**config.mk**
```make
export PLATFORM = sky130hd
export DESIGN_NAME = pipe_hazard_ctrl_flat
export DESIGN_NICKNAME = d
export VERILOG_FILES = /design/src/rtl/pipe_hazard_ctrl_pkg.sv /design/src/rtl/pipe_hazard_ctrl_if.sv /design/src/rtl/pipe_hazard_ctrl_fwd_sel.sv /design/src/rtl/pipe_hazard_ctrl.sv /design/src/flat_wrapper.sv
export SDC_FILE = /design/constraint.sdc
export NUM_CORES = 1
export LEC_CHECK = 0
export ABC_AREA = 1
export CAP_MARGIN = 20
export CORE_ASPECT_RATIO = 1.75
export CORE_MARGIN = 4
export CORE_UTILIZATION = 40
export CTS_CLUSTER_SIZE = 14
export DETAILED_ROUTE_END_ITERATION = 6
export PLACE_DENSITY = 0.8
export SYNTH_ARGS = -nofsm -noshare
export SYNTH_HDL_FRONTEND = slang
export SYNTH_SLANG_ARGS = --single-unit
```
**constraint.sdc**
```tcl
create_clock -name clk -period 1.7 [get_ports clk]
set_input_delay 0.34 -clock clk [delete_from_list [all_inputs] [get_ports clk]]
set_output_delay 0.34 -clock clk [all_outputs]
set_load 0.02 [all_outputs]
```
**src/rtl/pipe_hazard_ctrl_pkg.sv**
```systemverilog
// Shared definitions for the pipeline hazard controller.
//   state_e          : sequencer FSM states (reset, free run, halted, debug step)
//   FWD_*            : operand forwarding select encodings
//   GPR_ZERO         : hard-wired zero register, never forwarded or stalled on
//   STG_*            : bit positions inside the {IF,ID,EXE,MEM,WB} stage vectors
package pipe_hazard_ctrl_pkg;

    typedef enum logic [1:0] {
        S_RST  = 2'd0,
        S_RUN  = 2'd1,
        S_HALT = 2'd2,
        S_STEP = 2'd3
    } state_e;

    localparam logic [1:0] FWD_RF   = 2'd0;  // register file
    localparam logic [1:0] FWD_EXE  = 2'd1;  // alu_out_exe
    localparam logic [1:0] FWD_MEM  = 2'd2;  // alu_out_mem
    localparam logic [1:0] FWD_MDIN = 2'd3;  // mem_din (load data)

    localparam logic [4:0] GPR_ZERO = 5'd0;

    localparam int unsigned STG_IF  = 4;
    localparam int unsigned STG_ID  = 3;
    localparam int unsigned STG_EXE = 2;
    localparam int unsigned STG_MEM = 1;
    localparam int unsigned STG_WB  = 0;

endpackage

```
**src/rtl/pipe_hazard_ctrl_if.sv**
```systemverilog
// Signal bundle between the decoder/datapath and the hazard controller.
//   slave  : the controller (takes ID/EXE/MEM hazard info, drives stage controls)
//   master : the decoder/datapath side (drives hazard info, consumes controls)
// With PIPE_PERF_CNT_EN defined the bundle also carries three 32-bit counters.
interface pipe_hazard_ctrl_if;

    logic       cpu_en;
    logic       cpu_step;
    logic       dmem_wait;
    logic [4:0] addr_rs_id;
    logic [4:0] addr_rt_id;
    logic       rs_used_id;
    logic       rt_used_id;
    logic       rt_store_id;
    logic       is_branch;
    logic       is_not_taken;
    logic [4:0] regw_addr_exe;
    logic [4:0] regw_addr_mem;
    logic       wb_wen_exe;
    logic       wb_wen_mem;
    logic       mem_ren_exe;
    logic       mem_ren_mem;

    logic       if_rst, id_rst, exe_rst, mem_rst, wb_rst;
    logic       if_en, id_en, exe_en, mem_en, wb_en;
    logic [1:0] exe_fwd_a_ctrl;
    logic [1:0] exe_fwd_b_ctrl;
    logic       fwd_m;
    logic       stall_ld;
    logic       flush_br;
`ifdef PIPE_PERF_CNT_EN
    logic [31:0] perf_cycles;
    logic [31:0] perf_stalls;
    logic [31:0] perf_flushes;
`endif

    modport slave (
        input  cpu_en, cpu_step, dmem_wait, addr_rs_id, addr_rt_id, rs_used_id, rt_used_id,
               rt_store_id, is_branch, is_not_taken, regw_addr_exe, regw_addr_mem,
               wb_wen_exe, wb_wen_mem, mem_ren_exe, mem_ren_mem,
        output if_rst, id_rst, exe_rst, mem_rst, wb_rst, if_en, id_en, exe_en, mem_en, wb_en,
               exe_fwd_a_ctrl, exe_fwd_b_ctrl, fwd_m, stall_ld, flush_br
`ifdef PIPE_PERF_CNT_EN
        , output perf_cycles, perf_stalls, perf_flushes
`endif
    );

    modport master (
        output cpu_en, cpu_step, dmem_wait, addr_rs_id, addr_rt_id, rs_used_id, rt_used_id,
               rt_store_id, is_branch, is_not_taken, regw_addr_exe, regw_addr_mem,
               wb_wen_exe, wb_wen_mem, mem_ren_exe, mem_ren_mem,
        input  if_rst, id_rst, exe_rst, mem_rst, wb_rst, if_en, id_en, exe_en, mem_en, wb_en,
               exe_fwd_a_ctrl, exe_fwd_b_ctrl, fwd_m, stall_ld, flush_br
`ifdef PIPE_PERF_CNT_EN
        , input perf_cycles, perf_stalls, perf_flushes
`endif
    );

endinterface

```
**src/rtl/pipe_hazard_ctrl_fwd_sel.sv**
```systemverilog
// Forwarding select for one ID-stage source operand.
//   addr                      : register the operand reads
//   regw_addr_*/wb_wen_*      : destination and write enable of EXE / MEM instructions
//   mem_ren_*                 : EXE / MEM instruction is a load
//   sel                       : FWD_RF / FWD_EXE / FWD_MEM / FWD_MDIN
module pipe_hazard_ctrl_fwd_sel
    import pipe_hazard_ctrl_pkg::*;
(
    input  logic [4:0] addr,
    input  logic [4:0] regw_addr_exe,
    input  logic       wb_wen_exe,
    input  logic       mem_ren_exe,
    input  logic [4:0] regw_addr_mem,
    input  logic       wb_wen_mem,
    input  logic       mem_ren_mem,
    output logic [1:0] sel
);

    always_comb begin
        sel = FWD_RF;
        if (addr != GPR_ZERO) begin
            // A load in EXE has no data yet; that case is a stall, not a forward.
            if (wb_wen_exe && regw_addr_exe == addr && !mem_ren_exe) begin
                sel = FWD_EXE;
            end else if (wb_wen_mem && regw_addr_mem == addr) begin
                sel = mem_ren_mem ? FWD_MDIN : FWD_MEM;
            end
        end
    end

endmodule

```
**src/rtl/pipe_hazard_ctrl.sv**
```systemverilog
// Pipeline sequencer for the 5-stage MIPS datapath: per-stage clear/enable pairs,
// operand forwarding selects, load-use stall, taken-branch flush, data-memory wait
// freeze and a run/halt/single-step debug FSM.
//   clk, rst_n : clock, asynchronous active-low reset
//   hz         : pipe_hazard_ctrl_if.slave (hazard inputs in, stage controls out)
// Parameter STEP_HOLD (1..15): pipeline advances per cpu_step pulse while halted.
// Optional macro PIPE_PERF_CNT_EN adds perf_cycles/perf_stalls/perf_flushes.
module pipe_hazard_ctrl
    import pipe_hazard_ctrl_pkg::*;
#(
    parameter int unsigned STEP_HOLD = 1
) (
    input  logic              clk,
    input  logic              rst_n,
    pipe_hazard_ctrl_if.slave hz
);

    localparam logic [3:0] StepLoad = 4'(STEP_HOLD);

    state_e     state_q, state_d;
    logic [3:0] step_cnt_q, step_cnt_d;
    logic       st_exe_q, st_mem_q;  // store-data-from-load flag in EXE / MEM

    logic       active;
    logic       load_exe;
    logic       hazard_ld;
    logic       stall_ld;
    logic       flush_br;
    logic       st_id;
    logic [4:0] stage_rst;
    logic [4:0] stage_en;
    logic [1:0] fwd_a, fwd_b;

    pipe_hazard_ctrl_fwd_sel u_fwd_rs (
        .addr          (hz.addr_rs_id),
        .regw_addr_exe (hz.regw_addr_exe),
        .wb_wen_exe    (hz.wb_wen_exe),
        .mem_ren_exe   (hz.mem_ren_exe),
        .regw_addr_mem (hz.regw_addr_mem),
        .wb_wen_mem    (hz.wb_wen_mem),
        .mem_ren_mem   (hz.mem_ren_mem),
        .sel           (fwd_a)
    );

    pipe_hazard_ctrl_fwd_sel u_fwd_rt (
        .addr          (hz.addr_rt_id),
        .regw_addr_exe (hz.regw_addr_exe),
        .wb_wen_exe    (hz.wb_wen_exe),
        .mem_ren_exe   (hz.mem_ren_exe),
        .regw_addr_mem (hz.regw_addr_mem),
        .wb_wen_mem    (hz.wb_wen_mem),
        .mem_ren_mem   (hz.mem_ren_mem),
        .sel           (fwd_b)
    );

    assign active    = (state_q == S_RUN) || (state_q == S_STEP);
    assign load_exe  = hz.wb_wen_exe && hz.mem_ren_exe && (hz.regw_addr_exe != GPR_ZERO);
    assign hazard_ld = load_exe &&
                       ((hz.rs_used_id && hz.addr_rs_id == hz.regw_addr_exe) ||
                        (hz.rt_used_id && hz.addr_rt_id == hz.regw_addr_exe));
    assign stall_ld  = active && hazard_ld;
    // A stalled branch re-evaluates next cycle, so it must not flush now.
    assign flush_br  = active && hz.is_branch && !hz.is_not_taken && !hazard_ld;
    // sw whose data comes from the load in EXE: no stall, data picked from WB later.
    assign st_id     = hz.rt_store_id && load_exe && (hz.addr_rt_id == hz.regw_addr_exe);

    always_comb begin
        state_d    = state_q;
        step_cnt_d = step_cnt_q;
        case (state_q)
            S_RST:  state_d = hz.cpu_en ? S_RUN : S_HALT;
            S_RUN:  if (!hz.cpu_en) state_d = S_HALT;
            S_HALT: begin
                if (hz.cpu_en) begin
                    state_d = S_RUN;
                end else if (hz.cpu_step) begin
                    state_d    = S_STEP;
                    step_cnt_d = StepLoad;
                end
            end
            S_STEP: begin
                // Only real advances consume the step budget.
                if (!hz.dmem_wait) begin
                    step_cnt_d = step_cnt_q - 4'd1;
                    if (step_cnt_q <= 4'd1) state_d = S_HALT;
                end
            end
            default: state_d = S_RST;
        endcase
    end

    always_comb begin
        stage_rst = '0;
        stage_en  = '0;
        if (state_q == S_RST) begin
            stage_rst = '1;
        end else if (active && !hz.dmem_wait) begin
            stage_en = '1;
            if (hazard_ld) begin
                stage_en[STG_IF]   = 1'b0;
                stage_en[STG_ID]   = 1'b0;
                stage_rst[STG_EXE] = 1'b1;
            end else if (flush_br) begin
                stage_rst[STG_ID] = 1'b1;
            end
        end
    end

    always_ff @(posedge clk or negedge rst_n) begin
        if (!rst_n) begin
            state_q    <= S_RST;
            step_cnt_q <= '0;
            st_exe_q   <= 1'b0;
            st_mem_q   <= 1'b0;
        end else begin
            state_q    <= state_d;
            step_cnt_q <= step_cnt_d;
            if (stage_rst[STG_EXE])     st_exe_q <= 1'b0;
            else if (stage_en[STG_EXE]) st_exe_q <= st_id;
            if (stage_rst[STG_MEM])     st_mem_q <= 1'b0;
            else if (stage_en[STG_MEM]) st_mem_q <= st_exe_q;
        end
    end

    assign hz.if_rst  = stage_rst[STG_IF];
    assign hz.id_rst  = stage_rst[STG_ID];
    assign hz.exe_rst = stage_rst[STG_EXE];
    assign hz.mem_rst = stage_rst[STG_MEM];
    assign hz.wb_rst  = stage_rst[STG_WB];
    assign hz.if_en   = stage_en[STG_IF];
    assign hz.id_en   = stage_en[STG_ID];
    assign hz.exe_en  = stage_en[STG_EXE];
    assign hz.mem_en  = stage_en[STG_MEM];
    assign hz.wb_en   = stage_en[STG_WB];

    assign hz.exe_fwd_a_ctrl = (state_q == S_RST) ? FWD_RF : fwd_a;
    assign hz.exe_fwd_b_ctrl = (state_q == S_RST) ? FWD_RF : fwd_b;
    assign hz.fwd_m          = st_mem_q;
    assign hz.stall_ld       = stall_ld;
    assign hz.flush_br       = flush_br;

`ifdef PIPE_PERF_CNT_EN
    logic [31:0] perf_cycles_q, perf_stalls_q, perf_flushes_q;

    always_ff @(posedge clk or negedge rst_n) begin
        if (!rst_n) begin
            perf_cycles_q  <= '0;
            perf_stalls_q  <= '0;
            perf_flushes_q <= '0;
        end else if (!hz.dmem_wait) begin
            if (active)   perf_cycles_q  <= perf_cycles_q + 32'd1;
            if (stall_ld) perf_stalls_q  <= perf_stalls_q + 32'd1;
            if (flush_br) perf_flushes_q <= perf_flushes_q + 32'd1;
        end
    end

    assign hz.perf_cycles  = perf_cycles_q;
    assign hz.perf_stalls  = perf_stalls_q;
    assign hz.perf_flushes = perf_flushes_q;
`endif

endmodule

```
**src/flat_wrapper.sv**
```systemverilog
// flat-port wrapper written by rule: the top's interface ports become plain ports
module pipe_hazard_ctrl_flat import pipe_hazard_ctrl_pkg::*;
#(
    parameter int unsigned STEP_HOLD = 1
)
  (clk, rst_n, hz_cpu_en, hz_cpu_step, hz_dmem_wait, hz_addr_rs_id, hz_addr_rt_id, hz_rs_used_id, hz_rt_used_id, hz_rt_store_id, hz_is_branch, hz_is_not_taken, hz_regw_addr_exe, hz_regw_addr_mem, hz_wb_wen_exe, hz_wb_wen_mem, hz_mem_ren_exe, hz_mem_ren_mem, hz_if_rst, hz_id_rst, hz_exe_rst, hz_mem_rst, hz_wb_rst, hz_if_en, hz_id_en, hz_exe_en, hz_mem_en, hz_wb_en, hz_exe_fwd_a_ctrl, hz_exe_fwd_b_ctrl, hz_fwd_m, hz_stall_ld, hz_flush_br);
  pipe_hazard_ctrl_if hz_i ();
  input  logic clk;
  input  logic rst_n;
  input wire logic [$bits(hz_i.cpu_en)-1:0] hz_cpu_en;
  input wire logic [$bits(hz_i.cpu_step)-1:0] hz_cpu_step;
  input wire logic [$bits(hz_i.dmem_wait)-1:0] hz_dmem_wait;
  input wire logic [$bits(hz_i.addr_rs_id)-1:0] hz_addr_rs_id;
  input wire logic [$bits(hz_i.addr_rt_id)-1:0] hz_addr_rt_id;
  input wire logic [$bits(hz_i.rs_used_id)-1:0] hz_rs_used_id;
  input wire logic [$bits(hz_i.rt_used_id)-1:0] hz_rt_used_id;
  input wire logic [$bits(hz_i.rt_store_id)-1:0] hz_rt_store_id;
  input wire logic [$bits(hz_i.is_branch)-1:0] hz_is_branch;
  input wire logic [$bits(hz_i.is_not_taken)-1:0] hz_is_not_taken;
  input wire logic [$bits(hz_i.regw_addr_exe)-1:0] hz_regw_addr_exe;
  input wire logic [$bits(hz_i.regw_addr_mem)-1:0] hz_regw_addr_mem;
  input wire logic [$bits(hz_i.wb_wen_exe)-1:0] hz_wb_wen_exe;
  input wire logic [$bits(hz_i.wb_wen_mem)-1:0] hz_wb_wen_mem;
  input wire logic [$bits(hz_i.mem_ren_exe)-1:0] hz_mem_ren_exe;
  input wire logic [$bits(hz_i.mem_ren_mem)-1:0] hz_mem_ren_mem;
  output wire logic [$bits(hz_i.if_rst)-1:0] hz_if_rst;
  output wire logic [$bits(hz_i.id_rst)-1:0] hz_id_rst;
  output wire logic [$bits(hz_i.exe_rst)-1:0] hz_exe_rst;
  output wire logic [$bits(hz_i.mem_rst)-1:0] hz_mem_rst;
  output wire logic [$bits(hz_i.wb_rst)-1:0] hz_wb_rst;
  output wire logic [$bits(hz_i.if_en)-1:0] hz_if_en;
  output wire logic [$bits(hz_i.id_en)-1:0] hz_id_en;
  output wire logic [$bits(hz_i.exe_en)-1:0] hz_exe_en;
  output wire logic [$bits(hz_i.mem_en)-1:0] hz_mem_en;
  output wire logic [$bits(hz_i.wb_en)-1:0] hz_wb_en;
  output wire logic [$bits(hz_i.exe_fwd_a_ctrl)-1:0] hz_exe_fwd_a_ctrl;
  output wire logic [$bits(hz_i.exe_fwd_b_ctrl)-1:0] hz_exe_fwd_b_ctrl;
  output wire logic [$bits(hz_i.fwd_m)-1:0] hz_fwd_m;
  output wire logic [$bits(hz_i.stall_ld)-1:0] hz_stall_ld;
  output wire logic [$bits(hz_i.flush_br)-1:0] hz_flush_br;
  assign hz_i.cpu_en = hz_cpu_en;
  assign hz_i.cpu_step = hz_cpu_step;
  assign hz_i.dmem_wait = hz_dmem_wait;
  assign hz_i.addr_rs_id = hz_addr_rs_id;
  assign hz_i.addr_rt_id = hz_addr_rt_id;
  assign hz_i.rs_used_id = hz_rs_used_id;
  assign hz_i.rt_used_id = hz_rt_used_id;
  assign hz_i.rt_store_id = hz_rt_store_id;
  assign hz_i.is_branch = hz_is_branch;
  assign hz_i.is_not_taken = hz_is_not_taken;
  assign hz_i.regw_addr_exe = hz_regw_addr_exe;
  assign hz_i.regw_addr_mem = hz_regw_addr_mem;
  assign hz_i.wb_wen_exe = hz_wb_wen_exe;
  assign hz_i.wb_wen_mem = hz_wb_wen_mem;
  assign hz_i.mem_ren_exe = hz_mem_ren_exe;
  assign hz_i.mem_ren_mem = hz_mem_ren_mem;
  assign hz_if_rst = hz_i.if_rst;
  assign hz_id_rst = hz_i.id_rst;
  assign hz_exe_rst = hz_i.exe_rst;
  assign hz_mem_rst = hz_i.mem_rst;
  assign hz_wb_rst = hz_i.wb_rst;
  assign hz_if_en = hz_i.if_en;
  assign hz_id_en = hz_i.id_en;
  assign hz_exe_en = hz_i.exe_en;
  assign hz_mem_en = hz_i.mem_en;
  assign hz_wb_en = hz_i.wb_en;
  assign hz_exe_fwd_a_ctrl = hz_i.exe_fwd_a_ctrl;
  assign hz_exe_fwd_b_ctrl = hz_i.exe_fwd_b_ctrl;
  assign hz_fwd_m = hz_i.fwd_m;
  assign hz_stall_ld = hz_i.stall_ld;
  assign hz_flush_br = hz_i.flush_br;
  pipe_hazard_ctrl #(.STEP_HOLD(STEP_HOLD)) u_core (.clk(clk), .rst_n(rst_n), .hz(hz_i));
endmodule
```
After elaboration in Yosys (flattened, before gate mapping)
Cells that the tools add are included.
Word-level totals
  logic and storage cells: 88
  input port bits: 34
  bits in registers: 8
  output and inout bits: 17
Cells by class
  eq/ne operators: 15
  order comparisons: 1
  multiplexer cells: 34
  reduce and logical (&&, ||, !) cells: 33
  $add $sub $neg: 1
Operator list (number)
  two-way mux 2 bit: 18
  equality test 5 bit: 6
  logical AND 1 bit: 18
  nonzero test 5 bit: 3
  two-way mux 4 bit: 3
  two-way mux 5 bit: 2
  inequality test 2 bit, second input constant: 5
  two-way mux 1 bit: 9
  case mux 2 bit (4 select lines): 1
  case mux 4 bit (2 select lines): 1
  AND reduction 4 bit: 2
  nonzero test 2 bit: 3
  equality test 2 bit, second input constant: 2
  less-or-equal comparator 4 x 1 -> 1 bit, second input constant: 1
  logical NOT 1 bit: 4
  subtractor 4 x 1 -> 4 bit, second input constant: 1
  inequality test 3 bit, second input constant: 1
  equality test 2 x 1 -> 1 bit, second input constant: 1
  logical NOT 2 bit: 1
  logical OR 1 bit: 2

Logic depth before layout (Yosys ltp)
  word-level depth: 11
  mapped depth: 10
  gate-level depth less buffers: 9

Hierarchy
Synthesis repeated with hierarchy kept, for this count alone.
Unflattened totals
  cell total of the unflattened synthesis: 258
  area, all modules: 1320.0 um2
By module, submodules not included
  pipe_hazard_ctrl: sequential area each 200.2 um2, area each 764.5 um2, times used 1, cells each 126
  pipe_hazard_ctrl_fwd_sel: sequential area each 0.0 um2, area each 277.8 um2, times used 2, cells each 66

Worst setup path before layout
No wires, ideal clock.
  path kind: reg-to-output
  start point: register u_core.state_q[0]
  end point: output hz_if_en
  data arrival time: 1.503 ns
  path buffers: 1
  stages on the path, launching flop included: 6
  setup slack: -0.143 ns
  data required time: 1.360 ns
  cell sequence: dfrtp_1 > inv_2 > nor2_2 > inv_1 > nor2_1 > buf_4
On the way
  word-level cells in the longest chain between the ends: 5
  elaborated cells between the ends (all ways): 7
  classes of those cells: eq/ne: 2; mux: 2; reduce/logical: 3
RTL lines
  start, declared: RTL line pipe_hazard_ctrl.sv:20  | state_e state_q, state_d;
  start signal, assigned: RTL line pipe_hazard_ctrl.sv:116  | state_q <= state_d;
  equality test 2 x 1 -> 1 bit or equality test 2 bit (tied branches): RTL line pipe_hazard_ctrl.sv:56  | assign active = (state_q == S_RUN) || (state_q == S_STEP);
  logical OR 1 bit: RTL line pipe_hazard_ctrl.sv:56
  logical AND 1 bit: RTL line pipe_hazard_ctrl.sv:97  | end else if (active && !hz.dmem_wait) begin
  two-way mux 5 bit: RTL line pipe_hazard_ctrl.sv:97
  two-way mux 5 bit (*): RTL line pipe_hazard_ctrl.sv:95  | if (state_q == S_RST) begin
  end, declared: RTL line flat_wrapper.sv:31  | output wire logic [$bits(hz_i.if_en)-1:0] hz_if_en;
Mark *: on every way between the ends. The rest lies on a longest branch, timed or not.

Worst setup path in the final report
  start point: input hz_regw_addr_exe[4]
  end point: output hz_exe_rst
On the way
  word-level cells in the longest chain between the ends: 7
  elaborated cells between the ends (all ways): 11
  classes of those cells: eq/ne: 2; mux: 3; reduce/logical: 6
RTL lines
  start, declared: RTL line flat_wrapper.sv:20  | input wire logic [$bits(hz_i.regw_addr_exe)-1:0] hz_regw_addr_exe;
  equality test 5 bit, on equally long branches: RTL line pipe_hazard_ctrl.sv:59, pipe_hazard_ctrl.sv:60
  logical AND 1 bit, on equally long branches: RTL line pipe_hazard_ctrl.sv:59, pipe_hazard_ctrl.sv:60
  logical OR 1 bit: RTL line pipe_hazard_ctrl.sv:59  | ((hz.rs_used_id && hz.addr_rs_id == hz.regw_addr_exe) ||
  logical AND 1 bit (*): RTL line pipe_hazard_ctrl.sv:58  | assign hazard_ld = load_exe &&
  two-way mux 1 bit (*): RTL line pipe_hazard_ctrl.sv:99  | if (hazard_ld) begin
  two-way mux 2 bit (*): RTL line pipe_hazard_ctrl.sv:97
  two-way mux 2 bit (*): RTL line pipe_hazard_ctrl.sv:95
  end, declared: RTL line flat_wrapper.sv:28  | output wire logic [$bits(hz_i.exe_rst)-1:0] hz_exe_rst;
Marked as above.

==> impl_metrics.py <==
metrics = {
    "critical_path": {
        "max_stage_delay_ns": 0.21,
        "startpoint_type": "primary input",
        "critPathMaxFanout": 5,
        "reg2reg_from": "u_core.step_cnt_q[0]$_DFFE_PN0P_",
        "reg2reg_to": "u_core.state_q[0]$_DFFE_PN0P_",
        "critPathCaptureType": "output port",
        "worstPathRequired_ns": 1.36,
        "cp_cell_sequence": "buf_4 -> xnor2_4 -> nand4_1 -> nand2_2 -> nand2_4 -> o21ai_2 -> buf_6",
        "cp.arrival_ns": 1.45,
        "critPathKind": "primary input to output port",
        "cp_top_family": "simple AND/OR/NAND/NOR gates",
        "reg2regPathDepth": 7,
        "path_buf_inv": 2,
        "worst-r2r-setup-slack_ns": 0.17,
        "cp_slowest_cell": "xnor2_4",
    },
    "global_route": {
        "grt_max_degree": 9,
        "use_met2_pct": 47.9,
        "gr-usage-met1_pct": 23.9,
        "overflow": 0,
        "grt.total_usage_pct": 25.6,
        "first_global_vias": 1557,
        "grt_pass1_wl_mm": 6.42,
        "grt_use_met3_pct": 3.83,
        "gr-max-usage-layer": "met2",
        "antenna_found_initial": 0,
    },
    "outcome": {
        "violations": "setup timing",
        "status": "finished with violations",
    },
    "die": {
        "rows": 23,
        "boundaryPins": 51,
        "core_region_area_um2": 2360,
        "die-area_um2": 3440,
        "die_w_um": 46.1,
        "die_h_um": 74.7,
        "start_util_pct": 43.1,
    },
    "layout": {
        "area_growth_pct": 116,
        "post-route-cell-area_um2": 2190,
        "final_core_util_pct": 92.8,
        "nFillCells": 86,
        "final_layout_size_suffix_gt1_share_pct": 61.2,
        "antenna_cells": 0,
        "stdcell_count": 275,
        "final_nets": 288,
    },
    "clock_network": {
        "clk_latency_ns": 0.24,
        "cts-root-buf": "clkbuf_8",
        "clock_sinks": 8,
        "clk_path_buf_depth": 2,
        "htreeDepth": 1,
        "numCtsBuffers": 3,
        "cts.clk_slew.worst_paths_ns": 0.05,
        "tritoncts": "yes",
    },
    "power": {
        "p_per_area_nw_per_um2": 894,
        "leakagePower_nw": 1.11,
        "vdd_drop_max_v": 0.000501,
    },
    "yosys": {
        "synth_top_area_share_pct": 19.7,
        "synthDistinctLibCells": 27,
        "ys_seq_elements": 8,
        "ys_top_cells_by_area": "dfrtp_1 20%, nand2_1 16%, inv_1 10%",
        "async_reset_ff_share_pct": 100,
        "synth_commonest_cells": "43 x nand2_1, 27 x inv_1, 22 x nor2_1",
        "yosysWarnings": 0,
        "synth_area_um2": 1020,
        "syn_area_per_cell_um2": 6.08,
        "synth_edf_count": 0,
        "yosysSeqAreaShare_pct": 19.7,
        "syn_inst": 167,
        "yosysTopAreaCell": "dfrtp_1",
        "synth.most_common_cell": "nand2_1",
        "synth_nets": 203,
        "synthFlopType": "dfrtp_1",
    },
    "routing": {
        "num_vias": 1618,
        "drc_errors": 0,
        "routed_via_density": 5.88,
        "drt_pass1_iterations": 5,
        "wirelength_mm": 6.00,
        "drtIter0Drc": 105,
        "drt-wirelength-per-cell_um": 21.8,
        "drt.antenna.violating_nets": 0,
    },
    "timing": {
        "timing.hold.ws_ns": 0.389,
        "hold_violations": 0,
        "max_freq_ghz": 0.558,
        "slew_headroom_pct": 73.6,
        "setup_viol": 10,
        "worstMarginPinSlew_ns": 0.395,
        "fin_skew_ns": 0.00610,
        "period_minus_slack_ns": 1.79,
        "slew_violations": 0,
        "setup_slack_ns": -0.0913,
        "finalCritPeriodShare_pct": 105,
        "rsz0062_at_grt": "true",
    },
    "place": {
        "gp_congestion": 0.974,
        "place_inst": 263,
        "placedInstanceArea_um2": 1700,
        "dpl.hpwl_mm": 2.97,
        "numPortBuffers": 50,
    },
    "job": {
        "maxCapViolCount": 0,
    },
    "hold_path": {
        "hp-class": "primary input to async pin",
    },
}
## kinds of logic (layout without fill, tap and decap cells)
kind of cell | count (synthesis) | count (layout) | synth area share (%)
AOI/OAI and AO/OA | 12 | 12 | 7.39
xor gates and xnor gates | 10 | 10 | 8.62
adders and majority gates | 2 | 2 | 2.46
buffers and inverters | 37 | 120 | 16.3
DFF | 8 | 8 | 19.7
and+or+nand+nor | 98 | 98 | 45.6
## registers in the layout (all words and copies together), names as in the netlist
signal / flops
u_core.step_cnt_q: 4
u_core.state_q: 2
u_core.hz.fwd_m: 1
u_core.st_exe_q: 1
## through the flow
stage	setup slack (ns)	setup TNS [ns]	total power [mW]
after floorplan	-0.0453	-0.171	0.995
after detailed placement	-0.936	-10.05	1.45
after CTS	-0.0666	-0.154	1.71
after global placement	-0.895	-9.60	1.39
final	-0.0913	-0.636	1.96
after global routing	-0.158	-1.27	2.05
## worst max path at each step
stage	start	endpoint	slack, ns	cells after the start
after global routing	hz_regw_addr_exe[1]	hz_id_rst	-0.16	9
final	hz_regw_addr_exe[4]	hz_exe_rst	-0.09	7
after floorplan	u_core.state_q[1]$_DFFE_PN0P_	hz_exe_fwd_a_ctrl[0]	-0.05	7
after global placement	hz_addr_rt_id[3]	hz_exe_fwd_b_ctrl[0]	-0.90	7
after detailed placement	hz_addr_rs_id[2]	hz_exe_fwd_a_ctrl[0]	-0.94	8
after CTS	hz_regw_addr_mem[2]	hz_exe_fwd_a_ctrl[1]	-0.07	8
## layout by cell type (no fill, tap or decap), types with 4 or more instances in the layout
cell             instances
nor2_2                   5
nand2_1                 22
dfrtp_1                  8
nand2_2                 20
nand4_1                  6
nor2_4                   8
buf_8                    6
inv_4                   10
nand2_4                  4
xor2_1                   5
dlygate4sd2_1            5
clkdlybuf4s15_2          4
nand3_2                 10
clkdlybuf4s50_1          8
inv_1                   12
buf_4                   36
nor2_1                  11
buf_6                   18
inv_2                    9
## final cells by class
cell class,count,area (um2),area share [%]
inverter,31,141,6.45
sequential,8,200,9.14
timing repair buffer,86,830,37.9
multi-input combinational,122,947,43.2
clock buffer,3,41.3,1.88
tap,25,31.3,1.43
## per-layer routing
layer / vias up / share of wire (%)
li1: 689 / -
met1: 750 / 32
met2: 137 / 53
met3: 42 / 7.9
met4: 0 / 7.0
met5: - / 0
## timing repair
action | 4_1_cts | 5_1_grt
hold buffers | 0 | 0
resized for setup | 192 | 101
pin swaps | 36 | 36
endpoints found under the setup margin | 16 | 14
buffers inserted | 8 | 2
## power by group
| part | switching [mW] | leakage, nW | internal [mW] | total [mW] |
|---|---|---|---|---|
| Combinational | 0.801 | 0.989 | 0.583 | 1.38 |
| Sequential | 0.0598 | 0.0987 | 0.263 | 0.323 |
| Clock | 0.0972 | 0.0216 | 0.155 | 0.253 |
| Total | 0.958 | 1.11 | 1.00 | 1.96 |
Power figures use the tool's default switching activity.
